`src/rtl/board_pkg.sv`:
```
// Shared definitions for the board control blocks.
// Holds the command op codes, response codes, the move-controller state
// encoding and the default board geometry so sibling blocks (e.g. the win
// detector) agree on the same dimensions.
package board_pkg;

  // Default geometry: register-file shape and legal board area.
  localparam int SIZE_DEF  = 16;
  localparam int DEPTH_DEF = 32;
  localparam int ROWS_DEF  = 9;
  localparam int COLS_DEF  = 9;

  // Command op codes (2'b10 and 2'b11 are illegal).
  localparam logic [1:0] OP_MOVE  = 2'b00;
  localparam logic [1:0] OP_CLEAR = 2'b01;

  // Response codes.
  localparam logic [1:0] RESP_OK       = 2'b00;
  localparam logic [1:0] RESP_OCCUPIED = 2'b01;
  localparam logic [1:0] RESP_BAD_ARG  = 2'b10;

  typedef enum logic [1:0] {
    IDLE  = 2'd0,
    CHECK = 2'd1,
    RESP  = 2'd2,
    CLEAR = 2'd3
  } move_state_e;

endpackage

```
`src/rtl/board_move_ctrl.sv`:
```
// Move/clear sequencer in front of the 2R1W board register file; it is the
// only writer of that file.
//   clk, rst_n            : clock, asynchronous active-low reset
//   cmd_*                 : command handshake (op, row, col, player)
//   resp_valid/resp_code  : one-cycle response strobe and result code
//   busy                  : high whenever a command is in flight
//   rf_raddr0/1           : player-0 / player-1 row addresses
//   rf_read_data0/1       : combinational read data for those addresses
//   rf_waddr/rf_write_data/rf_write_en : registered write port
// A MOVE reads both players' bitmaps of the row, rejects illegal arguments
// or an occupied cell, and otherwise writes the mover's row back with the
// new bit set. A CLEAR writes zero to every entry, one per cycle.
module board_move_ctrl
  import board_pkg::*;
#(
  parameter int SIZE  = SIZE_DEF,
  parameter int DEPTH = DEPTH_DEF,
  parameter int ROWS  = ROWS_DEF,
  parameter int COLS  = COLS_DEF
) (
  input  logic                       clk,
  input  logic                       rst_n,
  input  logic                       cmd_valid,
  output logic                       cmd_ready,
  input  logic [1:0]                 cmd_op,
  input  logic [$clog2(DEPTH)-2:0]   cmd_row,
  input  logic [$clog2(SIZE)-1:0]    cmd_col,
  input  logic                       cmd_player,
  output logic                       resp_valid,
  output logic [1:0]                 resp_code,
  output logic                       busy,
  output logic [$clog2(DEPTH)-1:0]   rf_raddr0,
  output logic [$clog2(DEPTH)-1:0]   rf_raddr1,
  input  logic [SIZE-1:0]            rf_read_data0,
  input  logic [SIZE-1:0]            rf_read_data1,
  output logic [$clog2(DEPTH)-1:0]   rf_waddr,
  output logic [SIZE-1:0]            rf_write_data,
  output logic                       rf_write_en
);

  localparam int AW   = $clog2(DEPTH);
  localparam int CW   = $clog2(SIZE);
  localparam int HALF = DEPTH / 2;

  move_state_e       state_q, state_d;
  logic [1:0]        op_q, op_d;
  logic [CW-1:0]     col_q, col_d;
  logic              player_q, player_d;
  logic [AW-1:0]     rf_raddr0_q, rf_raddr0_d;
  logic [AW-1:0]     rf_raddr1_q, rf_raddr1_d;
  logic [AW-1:0]     rf_waddr_q, rf_waddr_d;
  logic [SIZE-1:0]   rf_write_data_q, rf_write_data_d;
  logic              rf_write_en_q, rf_write_en_d;
  logic              resp_valid_q, resp_valid_d;
  logic [1:0]        resp_code_q, resp_code_d;

  // Move evaluation, only meaningful in CHECK where the read data is valid.
  // The row under test lives in rf_raddr0_q (player-0 half, so it equals row).
  logic [SIZE-1:0] occ_row, mover_row, col_mask;
  logic            occupied, bad_arg;

  always_comb begin
    occ_row   = rf_read_data0 | rf_read_data1;
    mover_row = player_q ? rf_read_data1 : rf_read_data0;
    col_mask  = SIZE'(1) << col_q;
    occupied  = |(occ_row & col_mask);
    bad_arg   = (op_q != OP_MOVE) || (int'(rf_raddr0_q) >= ROWS) || (int'(col_q) >= COLS);
  end

  // NOTE: every _d starts as a copy of its _q so no path through the case
  // leaves a variable unassigned, which would otherwise infer a latch.
  always_comb begin
    state_d         = state_q;
    op_d            = op_q;
    col_d           = col_q;
    player_d        = player_q;
    rf_raddr0_d     = rf_raddr0_q;
    rf_raddr1_d     = rf_raddr1_q;
    rf_waddr_d      = rf_waddr_q;
    rf_write_data_d = rf_write_data_q;
    rf_write_en_d   = rf_write_en_q;
    resp_valid_d    = resp_valid_q;
    resp_code_d     = resp_code_q;

    unique case (state_q)
      IDLE: begin
        if (cmd_valid) begin
          op_d     = cmd_op;
          col_d    = cmd_col;
          player_d = cmd_player;
          if (cmd_op == OP_CLEAR) begin
            // rf_waddr doubles as the sweep counter; first write is next cycle.
            state_d         = CLEAR;
            rf_waddr_d      = '0;
            rf_write_data_d = '0;
            rf_write_en_d   = 1'b1;
          end else begin
            state_d     = CHECK;
            rf_raddr0_d = AW'(cmd_row);
            rf_raddr1_d = AW'(cmd_row) + AW'(HALF);
          end
        end
      end

      CHECK: begin
        state_d      = RESP;
        resp_valid_d = 1'b1;
        if (bad_arg) begin
          resp_code_d = RESP_BAD_ARG;
        end else if (occupied) begin
          resp_code_d = RESP_OCCUPIED;
        end else begin
          resp_code_d     = RESP_OK;
          rf_waddr_d      = player_q ? rf_raddr1_q : rf_raddr0_q;
          rf_write_data_d = mover_row | col_mask;
          rf_write_en_d   = 1'b1;
        end
      end

      RESP: begin
        state_d       = IDLE;
        rf_write_en_d = 1'b0;
        resp_valid_d  = 1'b0;
      end

      CLEAR: begin
        if (rf_waddr_q == AW'(DEPTH - 1)) begin
          // Last write and the response were visible this cycle; the counter
          // wraps only here, so address DEPTH is never written.
          state_d       = IDLE;
          rf_waddr_d    = '0;
          rf_write_en_d = 1'b0;
          resp_valid_d  = 1'b0;
        end else begin
          rf_waddr_d = rf_waddr_q + AW'(1);
          // Response rides alongside the final write.
          if (rf_waddr_q == AW'(DEPTH - 2)) begin
            resp_valid_d = 1'b1;
            resp_code_d  = RESP_OK;
          end
        end
      end

      default: state_d = IDLE;
    endcase
  end

  // NOTE: state is updated with non-blocking assignments so every flop
  // samples the pre-edge values computed above, independent of block order.
  always_ff @(posedge clk or negedge rst_n) begin
    if (!rst_n) begin
      state_q         <= IDLE;
      op_q            <= OP_MOVE;
      col_q           <= '0;
      player_q        <= 1'b0;
      rf_raddr0_q     <= '0;
      rf_raddr1_q     <= '0;
      rf_waddr_q      <= '0;
      rf_write_data_q <= '0;
      rf_write_en_q   <= 1'b0;
      resp_valid_q    <= 1'b0;
      resp_code_q     <= RESP_OK;
    end else begin
      state_q         <= state_d;
      op_q            <= op_d;
      col_q           <= col_d;
      player_q        <= player_d;
      rf_raddr0_q     <= rf_raddr0_d;
      rf_raddr1_q     <= rf_raddr1_d;
      rf_waddr_q      <= rf_waddr_d;
      rf_write_data_q <= rf_write_data_d;
      rf_write_en_q   <= rf_write_en_d;
      resp_valid_q    <= resp_valid_d;
      resp_code_q     <= resp_code_d;
    end
  end

  assign cmd_ready     = (state_q == IDLE);
  assign busy          = (state_q != IDLE);
  assign resp_valid    = resp_valid_q;
  assign resp_code     = resp_code_q;
  assign rf_raddr0     = rf_raddr0_q;
  assign rf_raddr1     = rf_raddr1_q;
  assign rf_waddr      = rf_waddr_q;
  assign rf_write_data = rf_write_data_q;
  assign rf_write_en   = rf_write_en_q;

endmodule

```
`config.mk`:
```
export PLATFORM = sky130hd
export DESIGN_NAME = board_move_ctrl
export DESIGN_NICKNAME = d
export VERILOG_FILES = /design/src/rtl/board_pkg.sv /design/src/rtl/board_move_ctrl.sv
export SDC_FILE = /design/constraint.sdc
export NUM_CORES = 1
export LEC_CHECK = 0
export CAP_MARGIN = 0
export CORE_MARGIN = 2
export CORE_UTILIZATION = 43
export CTS_BUF_LIST = sky130_fd_sc_hd__clkbuf_4
export DETAILED_ROUTE_END_ITERATION = 7
export PLACE_DENSITY = 0.79
export SETUP_SLACK_MARGIN = 0.2
export SYNTH_ARGS = -nofsm -noshare
export SYNTH_HDL_FRONTEND = slang
export SYNTH_SLANG_ARGS = --single-unit
```
`constraint.sdc`:
```
create_clock -name clk -period 2.3 [get_ports clk]
set_input_delay 0.46 -clock clk [delete_from_list [all_inputs] [get_ports clk]]
set_output_delay 0.46 -clock clk [all_outputs]
set_load 0.01 [all_outputs]
```
-- Word-level counts from Yosys, hierarchy flattened
Cells that the tools add are included.
- input port bits: 46
- logic and storage cells: 83
- bits in registers: 43
- output and inout bits: 37
- equal/unequal tests: 14
- magnitude comparators: 2
- $add $sub $neg: 2
- bitwise gates (word level): 4
- muxes and demuxes: 31
- shift-type cells: 1
- reduce and logical (&&, ||, !) cells: 18
- operators with widths (kind ; count):
    $mux 16 ; 5
    $or 16x16->16 ; 2
    $pmux 16 s2 ; 1
    $mux 5 ; 6
    $and 16x16->16 ; 1
    $reduce_or 16->1 ; 1
    $shl 1x4->16 const A ; 1
    $pmux 5 s3 ; 1
    $reduce_and 5->1 ; 3
    $mux 2 ; 6
    $ne 2x2->1 const B ; 6
    $eq 5x5->1 const B ; 2
    $ge 4x4->1 const B ; 2
    $mux 1 ; 8
    $pmux 2 s4 ; 1
    $reduce_bool 2->1 ; 4
    $reduce_and 2->1 ; 3
    $reduce_and 3->1 ; 2
    $reduce_bool 3->1 ; 2
    $add 4x5->5 const B ; 1
    $add 5x1->5 const B ; 1
    $eq 2x1->1 const B ; 2
    $eq 2x2->1 const B ; 2
    $pmux 1 s4 ; 1
    7 further kinds ; 8

-- Longest topological paths before layout
- depth in word-level cells: 6
- gate-level depth with buffers: 8

-- Worst setup path before layout
No wires, ideal clock.
- kind: input to register
- from: input port rf_read_data1[10]
- to: register rf_write_data_q[11], in the netlist rf_write_data[11]
- arrival: 2.414 ns
- stages on the path: 7
- setup slack: -0.247 ns
- required time: 2.168 ns
- setup time: 0.132 ns
- buffers on the path: 2
- cell sequence: or2_2 > a32o_1 > or4_4 > or4_4 > buf_6 > buf_6 > mux2i_1
- word-level cells in the longest chain between the ends: 5
- RTL lines (element ; line ; RTL):
    start, declared ; board_move_ctrl.sv:35 ; input logic [SIZE-1:0] rf_read_data1,
    $or 16x16->16 ; board_move_ctrl.sv:63 ; occ_row = rf_read_data0 | rf_read_data1;
    $and 16x16->16 ; board_move_ctrl.sv:66 ; occupied = |(occ_row & col_mask);
    $reduce_or 16->1 ; board_move_ctrl.sv:66 ;
    $ne 2x2->1 (no line) ; - ;
    $reduce_and 5->1 (no line) ; - ;
    end signal, assigned ; board_move_ctrl.sv:171 ; rf_write_data_q <= rf_write_data_d;
    end, declared ; board_move_ctrl.sv:52 ; logic [SIZE-1:0] rf_write_data_q, rf_write_data_d;
Every way passes these cells.
A chain may end at the register's enable or synchronous reset.

-- Final worst setup path
- from: input port rf_read_data1[4]
- to: register rf_write_data_q[10], in the netlist rf_write_data[10]
The elaborated chain is that of the path after synthesis.

==> results.txt <==
min Tclk post-route - 2410 ps
Clock Path Buffers - 2
Util after Layout - 64.6%
sequential cell area fraction in the yosys report - 38.3%
Die Wd - 80.9 um
initial core utilization - 43.8%
CP max stage cell - or4_4
CP most frequent cell - or4_4
Max Slew Vio Count - 0
Synth top area share - 38.3%
Total GRT Usage - 23.7%
Worst Max-Slew Pin Slew - 893 ps
Pre-Repair DR Iteration Count - 4
num ports - 83
RSZ-0062 raised after global routing - yes
Int Pwr - 2.93 mW
most common flop cell mapped by yosys - dfrtp_1
Max H-tree Level - 2
WL/cell - 16.2 um
outcome - complete, but fails checks
sequential power share - 26.3%
worst path cell trace - clkdlybuf4s50_1, nor2_1, o32ai_2, or4_4, or4_4, mux2i_1
Worst path max stage delay - 660 ps
Synth Area per Inst - 9.43 um^2
initial antenna violation count - 0
Sink Count - 39
Cell Area, Synth - 0.00254 mm^2
EDFF count, synth - 0
Die H - 80.9 um
Yosys warnings - 0
R2R depth - 6
number of global-route vias before repair - 2546
synth unique cells - 45
Post-Syn Instances - 270
peak supply drop - 0.824 mV
Final setup viols - 18
clock skew - 11.9 ps
R2R setup slack - -90 ps
Core ar. - 0.00582 mm^2
via count - 2589
PwrDens - 1320 mW/mm^2
FF-to-FF Start - col_q[2]
fraction of registers with async set/reset - 100%
critical path arrival - 2630 ps
Ant. Diodes - 0
clock transition at the registers of the reported paths - 110 ps
Pleak - 1.69 nW
WP buf/inv - 1
pre-CTS WS - -698 ps
Rel. slew slack - 40.4%
FF-to-FF End - rf_write_data[10]
most frequent cells in the layout - 68 x clkdlybuf4s50_1, 40 x buf_4, 34 x dfrtp_1
Row Count - 28
CP Data Required Time - 2510 ps
Routed Antenna Nets - 0
Clock power frac - 6.6%
net count after synthesis - 319
largest net degree at the start of global routing - 40
first-pass GRT wire length - 12000 um
Logic pwr share - 67.2%
routability congestion estimate - 0.889
Worst-Skew Late Latency - 330 ps
Switch Pwr - 2.03 mW
final worst setup slack - -113 ps
Synth area leader - dfrtp_1
FILL cells - 501
Finished Layout Cells - 458
fraction of layout cells with a size suffix above 1 - 22.2%
Iter 0 DRT Violations - 199
WS Path Type - primary input to flop
CP max FO - 8
Port-buffer cells - 81
CP delay by family, top - simple AND/OR/NAND/NOR gates
die area - 0.00655 mm^2
Sw Ratio - 41.0%
final hold viol count - 0
GRT Residual Overflow - 0
clk root buf - clkbuf_4
residual DRC count - 0
commonest non-fill, non-tap cell in the layout - clkdlybuf4s50_1
max-cap violation count - 0
failing checks - negative setup slack
Area Growth Syn to Fin - 47.6%
count of state elements after synthesis - 39
Detailed Place HPWL - 5250 um
HP Class - primary input to asynchronous set/reset pin
period utilisation layout - 105%
FMAX - 414 MHz
TritonCTS clock tree - built
placed cell count - 440
Synth area leaders - dfrtp_1 38%, mux2i_1 6.7%, nor2b_1 5.7%
critical path endpoint category - flop
number of buffers created by CTS - 5
Startpoint Class - primary input
DR vias/cell - 5.65
Final nets - 433
final WL - 7440 um
==> metal layers <==
layer  part of all wire, %  GRT usage (%)  vias to the layer above
met1                    42           31.3                     1222
met2                    49           40.0                      133
met5                     0              0                        -
li1                      -              -                     1222
met4                   1.5           7.29                        0
met3                   6.9           3.78                       12
==> area by class of cell <==
cell class                      count  area [um^2]  area share, %
Clock buffer                        6         45.0           1.20
Inverter                            6         22.5          0.599
Multi-Input combinational cell    207         1480           39.3
Sequential cell                    39          982           26.1
Tap cell                           75         93.8           2.50
Timing Repair Buffer              125         1140           30.2
==> cell families (layout without fill, tap and decap cells) <==
logic type      count (synthesis)  in the layout  synth area share (%)
simple gates                  122            124                  26.5
compound gates                 50             50                  15.5
flops                          39             39                  38.3
mux                            28             28                  11.6
buf+inv                        26            137                  6.19
fa+ha+maj                       3              3                  1.48
other cells                     1              1                 0.147
xor+xnor                        1              1                 0.344
==> worst max-delay path by stage <==
stage | start | end | slack, ps | depth (start not counted)
detailed placement | rf_read_data1[10] | rf_write_data[2] | -700 | 6
CTS | col_q[1] | rf_write_data[14] | -100 | 5
finish | rf_read_data1[4] | rf_write_data[10] | -110 | 6
global placement | rf_read_data1[6] | rf_write_data[3] | -650 | 6
floorplan | rf_read_data1[1] | rf_write_data[11] | -240 | 7
global route | col_q[2] | rf_write_data[10] | -160 | 6
==> worst reg2reg max path, delay by kind of cell (launching register included) <==
| kind | cells | cell delay, ps |
|---|---|---|
| compound gates | 1 | 80 |
| buf+inv | 1 | 140 |
| flops | 1 | 470 |
| mux | 1 | 160 |
| simple gates | 3 | 1430 |
==> through the flow <==
step	total power [mW]	setup TNS (ps)	hold slack (ps)	area (um^2)
6_report	4.96	-1440	237	3760
4_1_cts	4.88	-1160	254	3730
3_3_place_gp	4.22	-12580	491	3570
2_1_floorplan	2.90	-2930	164	2550
3_5_place_dp	4.31	-13510	498	3570
5_1_grt	5.33	-1960	288	3760
==> timing repair <==
| item | CTS | global route |
|---|---|---|
| pin swaps | 11 | 3 |
| buffers inserted | 7 | 3 |
| setup endpoints to repair | 25 | 25 |
| gates resized for setup | 35 | 2 |
| hold buffers | 0 | 0 |
| gates cloned | 2 | 0 |
| hold endpoints to repair | 0 | 0 |
==> power by group through the flow <==
stage          Combinational, mW  Clock, mW  Sequential (mW)
3_3_place_gp                2.89          0             1.33
4_1_cts                     3.22      0.335             1.32
3_5_place_dp                2.96          0             1.35
5_1_grt                     3.61      0.366             1.35
6_report                    3.33      0.325             1.30
2_1_floorplan               1.52          0             1.38
==> registers in the layout, summed over array words and instances, names as in the netlist <==
name,flops
rf_waddr,5
rf_write_data,16
player_q,1
rf_raddr1,5
col_q,4
state_q,2
op_q,2
resp_code,2
resp_valid,1
rf_write_en,1
==> cells in the mapped netlist (all sizes together) (3+ instances only) <==
cell type  number
nand2b          3
mux2i          17
nor3            4
clkbuf          9
nand3           9
nor2b          23
nand2          31
or4             4
and2            5
inv             6
a221oi         14
a32o            5
o32ai           6
nor2           19
dfrtp          39
nand4b          3
nor4            3
a31oi           5
ha              3
mux2           11
a211oi          3
a21oi           4
o211ai          4
buf            11
or2             7
(Power assumes the default switching activity.)
